**src/rtl/led_pkg.sv**
```systemverilog
// Shared definitions for the LED output stages: sample width, sample type and
// the number of ticks in one PWM frame.
package led_pkg;

    localparam int DUTY_W      = 8;
    localparam int FRAME_TICKS = 256;

    typedef logic [DUTY_W-1:0] duty_t;

endpackage

```
**src/rtl/pwm_led_driver_tick_gen.sv**
```systemverilog
// Prescaler that emits a one-cycle tick every PRESCALE clk cycles; shared by
// the LED stages that need a slower time base.
module tick_gen #(
    parameter int PRESCALE = 1
) (
    input  logic clk,
    input  logic n_rst,
    output logic tick_o
);

    localparam int            CW   = (PRESCALE > 1) ? $clog2(PRESCALE) : 1;
    localparam logic [CW-1:0] LAST = CW'(PRESCALE - 1);

    logic [CW-1:0] presc_q;
    logic [CW-1:0] presc_d;

    // With PRESCALE=1 the counter sits at 0 == LAST, so tick_o is constantly high.
    always_comb begin
        presc_d = (presc_q == LAST) ? '0 : presc_q + 1'b1;
    end

    always_ff @(posedge clk or negedge n_rst) begin
        if (!n_rst) begin
            presc_q <= '0;
        end else begin
            presc_q <= presc_d;
        end
    end

    assign tick_o = (presc_q == LAST);

endmodule

```
**src/rtl/pwm_led_driver.sv**
```systemverilog
// LED PWM output stage: a one-entry shadow buffer fed over valid/ready, whose
// sample is (optionally gamma-shaped and) applied only at a 256-tick frame boundary.
module pwm_led_driver
    import led_pkg::*;
#(
    parameter int PRESCALE = 1,
    parameter bit GAMMA    = 1'b0
) (
    input  logic              clk,
    input  logic              n_rst,
    input  logic [DUTY_W-1:0] duty_in,
    input  logic              duty_valid,
    output logic              duty_ready,
    output logic              pwm_out,
    output logic              frame_start,
    output logic              underrun
);

    localparam duty_t CNT_LAST = duty_t'(FRAME_TICKS - 1);

    logic tick;

    tick_gen #(
        .PRESCALE(PRESCALE)
    ) u_tick_gen (
        .clk   (clk),
        .n_rst (n_rst),
        .tick_o(tick)
    );

    duty_t cnt_q,    cnt_d;
    duty_t active_q, active_d;
    duty_t shadow_q, shadow_d;
    logic  full_q,   full_d;
    logic  pwm_q,    pwm_d;
    logic  fs_q,     fs_d;
    logic  ur_q,     ur_d;

    logic                  accept;
    logic                  boundary;
    logic [2*DUTY_W-1:0]   sq;
    duty_t                 shaped;

    // Handshake: a sample transfers on any clk edge where duty_valid && duty_ready;
    // duty_ready is simply "shadow empty", so it never depends on duty_valid.
    assign accept   = duty_valid && !full_q;
    assign boundary = tick && (cnt_q == CNT_LAST);

    assign sq     = {{DUTY_W{1'b0}}, shadow_q} * {{DUTY_W{1'b0}}, shadow_q};
    assign shaped = GAMMA ? duty_t'(sq >> DUTY_W) : shadow_q;

    always_comb begin
        cnt_d    = cnt_q;
        active_d = active_q;
        shadow_d = shadow_q;
        full_d   = full_q;
        pwm_d    = (active_q > cnt_q);
        fs_d     = boundary;
        ur_d     = boundary && !full_q;

        if (tick) begin
            cnt_d = cnt_q + 1'b1;
        end
        if (accept) begin
            shadow_d = duty_in;
        end
        // A sample accepted on an empty-buffer boundary only lands in the shadow;
        // it waits for the following boundary to become active.
        if (boundary && full_q) begin
            active_d = shaped;
            full_d   = 1'b0;
        end else if (accept) begin
            full_d   = 1'b1;
        end
    end

    always_ff @(posedge clk or negedge n_rst) begin
        if (!n_rst) begin
            cnt_q    <= '0;
            active_q <= '0;
            shadow_q <= '0;
            full_q   <= 1'b0;
            pwm_q    <= 1'b0;
            fs_q     <= 1'b0;
            ur_q     <= 1'b0;
        end else begin
            cnt_q    <= cnt_d;
            active_q <= active_d;
            shadow_q <= shadow_d;
            full_q   <= full_d;
            pwm_q    <= pwm_d;
            fs_q     <= fs_d;
            ur_q     <= ur_d;
        end
    end

    assign duty_ready  = !full_q;
    assign pwm_out     = pwm_q;
    assign frame_start = fs_q;
    assign underrun    = ur_q;

endmodule
```
**config.mk**
```make
export PLATFORM = sky130hd
export DESIGN_NAME = pwm_led_driver
export DESIGN_NICKNAME = d
export VERILOG_FILES = /design/src/rtl/led_pkg.sv /design/src/rtl/pwm_led_driver_tick_gen.sv /design/src/rtl/pwm_led_driver.sv
export SDC_FILE = /design/constraint.sdc
export NUM_CORES = 1
export LEC_CHECK = 0
export ABC_AREA = 0
export CORE_MARGIN = 2
export CORE_UTILIZATION = 54
export CTS_CLUSTER_DIAMETER = 80
export DETAILED_ROUTE_END_ITERATION = 12
export MAX_ROUTING_LAYER = met4
export PLACE_DENSITY = 0.74
export REMOVE_ABC_BUFFERS = 1
export SETUP_SLACK_MARGIN = 0.02
export SYNTH_ARGS = -nofsm -noshare
export SYNTH_HDL_FRONTEND = slang
export SYNTH_HIERARCHICAL = 1
export SYNTH_SLANG_ARGS = --single-unit
```
**constraint.sdc**
```tcl
create_clock -name clk -period 2.4 [get_ports clk]
set_clock_uncertainty 0.2 [all_clocks]
set_input_delay 0.48 -clock clk [delete_from_list [all_inputs] [get_ports clk]]
set_output_delay 0.48 -clock clk [all_outputs]
set_load 0.1 [all_outputs]
```
-- Yosys cells after proc, flatten, opt, wreduce, memory -nomap -nowiden
Cells that the tools add are included.
- register bits: 29
- input port bits: 11
- word-level logic and storage cells: 22
- $add $sub $neg: 2
- magnitude comparators: 1
- eq/ne operators: 1
- mux-type cells: 3
- bitwise logic cells: 1
- reductions and logical operators: 6
- operators with widths (operator ; number):
    adder 8 x 1 -> 8 bit (second input constant) ; 1
    == test 8 bit (second input constant) ; 1
    greater-than comparator 8 bit ; 1
    logical AND 1 bit ; 4
    2-to-1 mux 1 bit ; 3
    nonzero test 2 bit ; 1
    adder 1 bit (second input constant) ; 1
    zero test 1 bit ; 1
    inverter 1 bit ; 1

-- Longest topological paths before layout
Gate-level depths: netlist of run 1.
- depth in word-level cells: 4
- mapped depth: 6

-- Modules after synthesis
Netlist of run 1, hierarchy kept.
- modules (own cells, without submodules) (module ; times used ; cells each ; area each (um^2) ; sequential area each (um^2)):
    pwm_led_driver ; 1 ; 96 ; 1298.7 ; 700.7
    tick_gen ; 1 ; 2 ; 11.3 ; 0.0

-- Worst setup path after synthesis of run 1
OpenSTA, ideal clock, no wires.
- path kind: register to output
- start: register full_q
- end: output port duty_ready
- arrival: 1070 ps
- path slack: 650 ps
- stages on the path, launching flop included: 2
- path buffers: 0
- path through: dfrtp_1 > inv_1
- word-level cells in the longest chain between the ends: 1
- ends and longest elaborated chain (item ; line ; source):
    start, declared ; pwm_led_driver.sv:34 ; logic full_q, full_d;
    start signal, assigned ; pwm_led_driver.sv:90 ; full_q <= full_d;
    zero test 1 bit ; pwm_led_driver.sv:97 ; assign duty_ready = !full_q;
    end, declared ; pwm_led_driver.sv:13 ; output logic duty_ready,
No other way between the ends.

-- Final worst setup path of run 1
Ends and elaborated chain as after synthesis.

==> results of run 1 <==
[logic make-up after synthesis]
| group | Yosys count | share of synthesized area |
|---|---|---|
| flip-flops | 28 | 0.535 |
| AND/OR/NAND/NOR | 18 | 0.0946 |
| multiplexers | 16 | 0.160 |
| buffers and inverters | 11 | 0.0353 |
| adder cells (fa/ha/maj) | 9 | 0.0860 |
| AO/OA/AOI/OAI | 8 | 0.0392 |
| XOR/XNOR | 7 | 0.0468 |
| other | 1 | 0.00286 |
[flip-flops by register name, indices dropped and copies added (netlist names)]
signal / flops
underrun: 1
active_q: 8
full_q: 1
pwm_out: 1
cnt_q: 8
frame_start: 1
shadow_q: 8
[cell usage in the layout (no fill, tap or decap), types with 4 or more instances in the layout]
cell type and n:
ha_1 9, clkdlybuf4s50_1 10, xnor2_1 6, nand2_1 4, buf_4 6, dfrtp_1 28, inv_1 9, mux2_2 8
mux2_4 8
[per-layer routing]
layer / track usage / vias up / share of wire
met5: - / - / 0
met1: 0.215 / 363 / 0.46
met4: 0.0641 / 0 / 0.0084
met2: 0.286 / 8 / 0.50
met3: 0.0254 / 2 / 0.030
li1: - / 370 / -
[power by group through the flow]
stage	clock network, mW	logic [mW]	registers [mW]
after CTS	0.311	0.270	0.625
after detailed placement	0	0.266	0.635
after global routing	0.326	0.308	0.636
after global placement	0	0.250	0.629
final	0.302	0.265	0.626
after floorplan	0	0.183	0.629
[stage by stage]
| step | utilization | instance area [um^2] | std cells | hold slack (ns) | total power [mW] |
|---|---|---|---|---|---|
| CTS | 0.679 | 1530 | 144 | 0.309 | 1.21 |
| floorplan | - | 1300 | 96 | -0.0156 | 0.812 |
| finish | 0.679 | 1530 | 144 | 0.306 | 1.19 |
| global placement | 0.655 | 1480 | 140 | 0.289 | 0.880 |
| global route | 0.679 | 1530 | 144 | 0.325 | 1.27 |
| detailed placement | 0.655 | 1480 | 140 | 0.293 | 0.902 |
[cell type report]
class | count | area, um^2
Clock buffer | 3 | 22.5
Clock inverter | 1 | 30.0
Fill cell | 170 | 724
Inverter | 9 | 33.8
Multi-Input combinational cell | 59 | 563
Sequential cell | 28 | 701
Tap cell | 28 | 35.0
Timing Repair Buffer | 16 | 145
[worst max path at each step]
stage | slack, ns | from | to | cells past startpoint
2_1_floorplan | 0.65 | full_q | duty_ready | 1
3_3_place_gp | 0.49 | duty_valid | shadow_q[2] | 4
3_5_place_dp | 0.47 | duty_valid | shadow_q[3] | 4
4_1_cts | 0.50 | full_q | duty_ready | 2
5_1_grt | 0.46 | full_q | duty_ready | 2
6_report | 0.51 | full_q | duty_ready | 2
==> results.json, run 1 <==
{
  "grt_antenna_before_repair": 0,
  "start_kind": "flip-flop",
  "pwr-share-clk": 0.253,
  "area_growth_pct": 16.8,
  "power_leakage_nw": 0.750,
  "fin_crit_sh": 0.788,
  "synth_flop_cell": "dfrtp_1",
  "core_um2": 2250,
  "synth.top_cells.by_count": "28 x dfrtp_1, 9 x ha_1, 9 x inv_1",
  "pre_cts_slack_ns": 0.465,
  "r2r-end": "active_q[2]",
  "clk_latency_ns": 0.32,
  "p_comb_frac": 0.222,
  "cts_setup_buffers": 0,
  "synth-edff-count": 0,
  "synth.distinct_cells": 28,
  "start_util": 0.581,
  "syn_area_per_cell_um2": 13.4,
  "switching_share": 0.285,
  "p_seq_frac": 0.524,
  "cpLargestDelayFamily": "flip-flops",
  "ir_drop_v": 0.000525,
  "synth_warnings": 6,
  "r2r_setup_slack_ns": 0.59,
  "cts_tree": "built",
  "synth_top_area_share": 0.535,
  "arrival_ns": 1.21,
  "synthArstFlopShare": 1.00,
  "crit_buf_inv": 2,
  "viasPerCell": 5.16,
  "power.switching_mw": 0.340,
  "cpPeakStageDelay_ns": 0.50,
  "io_buffers": 14,
  "drive_above_1_share": 0.259,
  "synth_cells": 98,
  "slew_viol_final": 0,
  "cts_buffer_depth": 2,
  "worstRegToRegCells": 5,
  "finalNetCount": 137,
  "cts_sinks": 28,
  "synth_top_area_cell": "dfrtp_1",
  "ys_ff_latch": 28,
  "grt.total_usage": 0.173,
  "cap_violations": 0,
  "synth_top_cells_by_area": "dfrtp_1 53%, mux2_4 9.2%, ha_1 8.6%",
  "firstDrtPassIters": 2,
  "wire_per_inst_um": 13.2,
  "grt_start_max_net_pins": 29,
  "cts_resized": 0,
  "cp_slowest_cell": "dfrtp_1",
  "path_max_fanout": 4,
  "crit_path_end_kind": "output port",
  "critical_path.cell_chain": "inv_1 > buf_4",
  "fmax_ghz": 0.529,
  "dieHeight_um": 53.3,
  "drt-total-wl_um": 1900,
  "cellPowerDensity_nw_per_um2": 780,
  "dr.first_iter.drc_count": 1,
  "grt_remaining_overflow": 0,
  "ys_seq_area_frac": 0.535,
  "vias": 743,
  "io_pins": 15,
  "synthesis.area_um2": 1310,
  "worst_slack_ns": 0.509,
  "dp.final_hpwl_um": 1480,
  "rsz0062_at_grt": "no",
  "cts.clk_slew.worst_paths_ns": 0.15,
  "hold_viol": 0,
  "cts_buffers": 3,
  "period_needed_ns": 1.89,
  "drc_errors": 0,
  "intPower_mw": 0.854,
  "first_global_vias": 779,
  "row_count": 17,
  "final.setup.tns_ns": 0,
  "die_area_um2": 2840,
  "cts_htree_levels": 1,
  "reg2reg_from": "cnt_q[0]",
  "finalSetupViolations": 0,
  "status": "completed",
  "critPathKind": "flip-flop to output port",
  "insertedDiodeCount": 0,
  "cts_root_buffer": "clkbuf_4",
  "ant_nets": 0,
  "die_w_um": 53.3,
  "grt_pass1_wl_um": 3420,
  "required_ns": 1.72,
  "worstHoldPathType": "primary input to async pin",
  "synth_most_common_cell": "dfrtp_1",
  "gp_congestion": 0.782,
  "hold_buffers": 0
}
No activity file was read; power rests on OpenSTA's default activity.
==> run 2: changes to the inputs <==
Clock period 2.4 ns to 1.9 ns, I/O delays scaled along.
==> run 2 against run 1 <==
  * Clock power is 8.6% lower
  * Die area stayed put
  * Worst setup slack worse by 0.36 ns
  * Final cell count is 0.69% higher
  * Combinational power is 35% higher
  * Global-route usage is 1.4 points lower
  * Wire length is 5.3% lower
  * Register-to-register slack worse by 0.44 ns
  * Flip-flop and latch count stayed put
  * Worst hold slack worse by 0.090 ns
  * Largest power group unchanged
==> results.json, run 2 (synthesis results as in run 1) <==
{
  "status": "completed",
  "cts_buffers": 3,
  "ant_nets": 0,
  "cts_root_buffer": "clkbuf_4",
  "path_max_fanout": 9,
  "cp.depth": 5,
  "finalNetCount": 138,
  "arrival_ns": 1.76,
  "crit_path_end_kind": "flip-flop",
  "io_buffers": 14,
  "hold_viol": 0,
  "worstHoldPathType": "primary input to async pin",
  "vias": 753,
  "cts_sinks": 28,
  "cts_tree": "built",
  "cts_resized": 0,
  "worstRegToRegCells": 5,
  "critPathKind": "flip-flop to flip-flop",
  "power_leakage_nw": 0.759,
  "cellPowerDensity_nw_per_um2": 900,
  "grt_pass1_wl_um": 3180,
  "die_area_um2": 2840,
  "critical_path.cell_chain": "ha_1 > and4_4 > and3_4 > nand2_8 > mux2_4",
  "cts.clk_slew.worst_paths_ns": 0.14,
  "grt_remaining_overflow": 0,
  "fin_crit_sh": 0.922,
  "clk_latency_ns": 0.31,
  "final.setup.tns_ns": 0,
  "drive_above_1_share": 0.265,
  "core_um2": 2250,
  "grt_antenna_before_repair": 0,
  "cts_htree_levels": 1,
  "start_util": 0.581,
  "insertedDiodeCount": 0,
  "drt-total-wl_um": 1800,
  "row_count": 17,
  "cpLargestDelayFamily": "simple AND/OR/NAND/NOR gates",
  "io_pins": 15,
  "grt_start_max_net_pins": 29,
  "fmax_ghz": 0.571,
  "hold_buffers": 0,
  "first_global_vias": 746,
  "area_growth_pct": 20.0,
  "reg_top3": "active_q (8), cnt_q (8), shadow_q (8)",
  "start_kind": "flip-flop",
  "dp.final_hpwl_um": 1470,
  "cpPeakStageDelay_ns": 0.40,
  "die_w_um": 53.3,
  "r2r_setup_slack_ns": 0.15,
  "slew_viol_final": 0,
  "finalSetupViolations": 0,
  "cap_violations": 0,
  "wire_per_inst_um": 12.4,
  "mostFrequentLayoutCell": "dfrtp_1",
  "cp_slowest_cell": "dfrtp_1",
  "cts_buffer_depth": 2,
  "dieHeight_um": 53.3,
  "period_needed_ns": 1.75,
  "crit_buf_inv": 0,
  "cts_setup_buffers": 0,
  "rsz0062_at_grt": "no",
  "firstDrtPassIters": 3,
  "gp_congestion": 0.823,
  "mostFrequentLayoutCells": "28 x dfrtp_1, 10 x clkdlybuf4s50_1, 9 x inv_1, 9 x ha_1",
  "dr.first_iter.drc_count": 3,
  "drc_errors": 0,
  "viasPerCell": 5.19,
  "grt.total_usage": 0.159,
  "required_ns": 1.91,
  "design_area_um2": 1570,
  "ir_drop_v": 0.000687,
  "place_area_um2": 1540
}
## run 2: area by class of cell
class                   instances  area (um^2)
repair buffers                 17          203
flip-flops and latches         28          701
fillers                       174          683
inverters                       9         33.8
clock buffers                   4         36.3
well taps                      28         35.0
multi-input cells              59          563
## run 2: power breakdown
group / total (mW) / leakage [nW] / internal, mW / switching, mW
clock: 0.276 / 0.0210 / 0.117 / 0.159
sequential: 0.780 / 0.360 / 0.695 / 0.0852
combinational: 0.358 / 0.378 / 0.188 / 0.170
total: 1.41 / 0.759 / 1.00 / 0.414
## run 2: routing by layer
layer	track usage	vias to the layer above	routed length, um
met2	0.261	8	914
met5	-	-	0
li1	-	375	-
met1	0.201	368	818
met3	0.0254	2	53
met4	0.0513	0	16
## run 2: worst reg2reg max path, stage by stage (launching register included)
cell	delay, ns
dfrtp_1	0.40
ha_1	0.17
and4_4	0.24
and3_4	0.23
nand2_8	0.09
mux2_4	0.32
## run 2: metrics by stage
step                power (mW)  hold slack (ns)  setup slack, ns  cells   util
global placement          1.13            0.288           0.0921    141  0.681
CTS                       1.44            0.220            0.140    145  0.697
floorplan                 1.03           -0.116            0.211     96      -
finish                    1.41            0.216            0.149    145  0.697
global route              1.53            0.227           0.0781    145  0.697
detailed placement        1.16            0.289           0.0662    141  0.681
## run 2: final timing paths
| path | from | end |
|---|---|---|
| setup / recovery | cnt_q[1] | active_q[5] |
| hold / removal | n_rst | cnt_q[3] |
| setup reg to reg | cnt_q[1] | active_q[5] |
| hold reg to reg | cnt_q[3] | cnt_q[3] |
| max in group asynchronous | n_rst | full_q |
| min in group clk | cnt_q[3] | cnt_q[3] |
==> run 3: changes to the inputs <==
Settings changed: RECOVER_POWER set to 50.
==> run 3 against run 2 <==
  * Sequential share of layout area up 0.18 points
  * Non-clock buffer count unchanged
  * Via count down 0.27%
  * Largest cell class unchanged
  * Final area down 0.40%
  * Utilization down 0.28 points
  * Highest routed layer unchanged
  * Register-to-register slack about the same
  * Sequential power about the same
  * Wire length about the same
  * Die area unchanged
  * Global-route usage unchanged
  * Critical path depth unchanged
==> results.json, run 3 (synthesis results as in run 1) <==
{
  "dieHeight_um": 53.3,
  "slew_viol_final": 0,
  "wire_per_inst_um": 12.4,
  "mostFrequentLayoutCell": "dfrtp_1",
  "status": "completed",
  "power.switching_mw": 0.414,
  "fin_crit_sh": 0.922,
  "hold_viol": 0,
  "cts_buffers": 3,
  "ir_drop_v": 0.000686,
  "grt_antenna_before_repair": 0,
  "cts_root_buffer": "clkbuf_4",
  "path_max_fanout": 9,
  "io_buffers": 14,
  "final.setup.tns_ns": 0,
  "fmax_ghz": 0.571,
  "start_kind": "flip-flop",
  "dp.final_hpwl_um": 1470,
  "grt_start_max_net_pins": 29,
  "grt_pass1_wl_um": 3180,
  "crit_path_end_kind": "flip-flop",
  "finalSetupViolations": 0,
  "power_leakage_nw": 0.755,
  "intPower_mw": 0.990,
  "cap_violations": 0,
  "clk_latency_ns": 0.31,
  "drc_errors": 0,
  "drt-total-wl_um": 1800,
  "core_um2": 2250,
  "pre_cts_slack_ns": 0.0662,
  "pwr-share-clk": 0.197,
  "cts_htree_levels": 1,
  "cts_buffer_depth": 2,
  "reg_top3": "active_q (8), cnt_q (8), shadow_q (8)",
  "hold_buffers": 0,
  "ant_nets": 0,
  "die_w_um": 53.3,
  "period_needed_ns": 1.75,
  "critPathKind": "flip-flop to flip-flop",
  "fill_cells": 177,
  "gp_congestion": 0.823,
  "p_comb_frac": 0.248,
  "first_global_vias": 746,
  "p_seq_frac": 0.555,
  "relSlewSlack": 0.558,
  "firstDrtPassIters": 3,
  "drive_above_1_share": 0.256,
  "vias": 751,
  "worstHoldPathType": "flip-flop to flip-flop",
  "grt_remaining_overflow": 0,
  "cts_resized": 0,
  "rsz0062_at_grt": "no",
  "place_area_um2": 1540,
  "tightest_slew_ns": 0.663,
  "finalNetCount": 138,
  "cts.clk_slew.worst_paths_ns": 0.14,
  "cts_tree": "built",
  "viasPerCell": 5.18,
  "switching_share": 0.295,
  "die_area_um2": 2840,
  "insertedDiodeCount": 0,
  "cts_sinks": 28,
  "worst_slack_ns": 0.148,
  "grt.total_usage": 0.159,
  "arrival_ns": 1.76,
  "design_area_um2": 1570,
  "row_count": 17,
  "required_ns": 1.91,
  "dr.first_iter.drc_count": 3,
  "area_growth_pct": 19.5,
  "cellPowerDensity_nw_per_um2": 896,
  "io_pins": 15,
  "mostFrequentLayoutCells": "28 x dfrtp_1, 9 x inv_1, 9 x ha_1, 9 x clkdlybuf4s50_1",
  "start_util": 0.581,
  "cts_setup_buffers": 0
}
==> run 3: cell count changes in the layout (fill, tap and decap cells not counted) <==
| cell | delta |
|---|---|
| buf_4 | -2 |
| clkbuf_1 | +1 |
| clkbuf_2 | +1 |
| clkdlybuf4s50_1 | -1 |
| dlygate4sd3_1 | +1 |
==> run 3: stage by stage <==
stage | power [mW] | hold WS (ns) | util | cells
after detailed placement | 1.16 | 0.289 | 0.681 | 141
after CTS | 1.44 | 0.220 | 0.697 | 145
after global placement | 1.13 | 0.288 | 0.681 | 141
after floorplan | 1.03 | -0.116 | - | 96
final | 1.40 | 0.312 | 0.694 | 145
after global routing | 1.51 | 0.350 | 0.694 | 145
==> run 3: worst max-delay path, stage by stage (launching register included) <==
cell     delay [ns]
dfrtp_1        0.40
ha_1           0.17
and4_4         0.24
and3_4         0.23
nand2_8        0.09
mux2_4         0.31
==> run 3: cell type report <==
cell class              count  area, um^2  area share
multi-input cells          59         563       0.360
flip-flops and latches     28         701       0.448
well taps                  28        35.0      0.0224
inverters                   9        33.8      0.0216
clock buffers               4        36.3      0.0232
repair buffers             17         196       0.125
==> run 3: layer usage <==
metal / routed length, um / up-vias / track usage
li1: - / 374 / -
met1: 818 / 367 / 0.201
met2: 914 / 8 / 0.261
met3: 53 / 2 / 0.0254
met4: 16 / 0 / 0.0513
met5: 0 / - / -
==> run 3: worst paths after layout <==
kind	from	end	slack, ns	cells after the start
max in group asynchronous	n_rst	full_q	0.67	2
min in group asynchronous	n_rst	cnt_q[3]	0.40	2
setup / recovery	cnt_q[1]	active_q[5]	0.15	5
hold / removal	cnt_q[3]	cnt_q[3]	0.31	1
setup reg to reg	cnt_q[1]	active_q[5]	0.15	5
hold reg to reg	cnt_q[3]	cnt_q[3]	0.31	1
==> run 3: power groups by stage <==
| stage | logic [mW] | registers [mW] | clock network [mW] |
|---|---|---|---|
| 2_1_floorplan | 0.231 | 0.795 | 0 |
| 3_3_place_gp | 0.347 | 0.787 | 0 |
| 3_5_place_dp | 0.364 | 0.794 | 0 |
| 4_1_cts | 0.367 | 0.781 | 0.288 |
| 5_1_grt | 0.403 | 0.799 | 0.313 |
| 6_report | 0.348 | 0.779 | 0.276 |
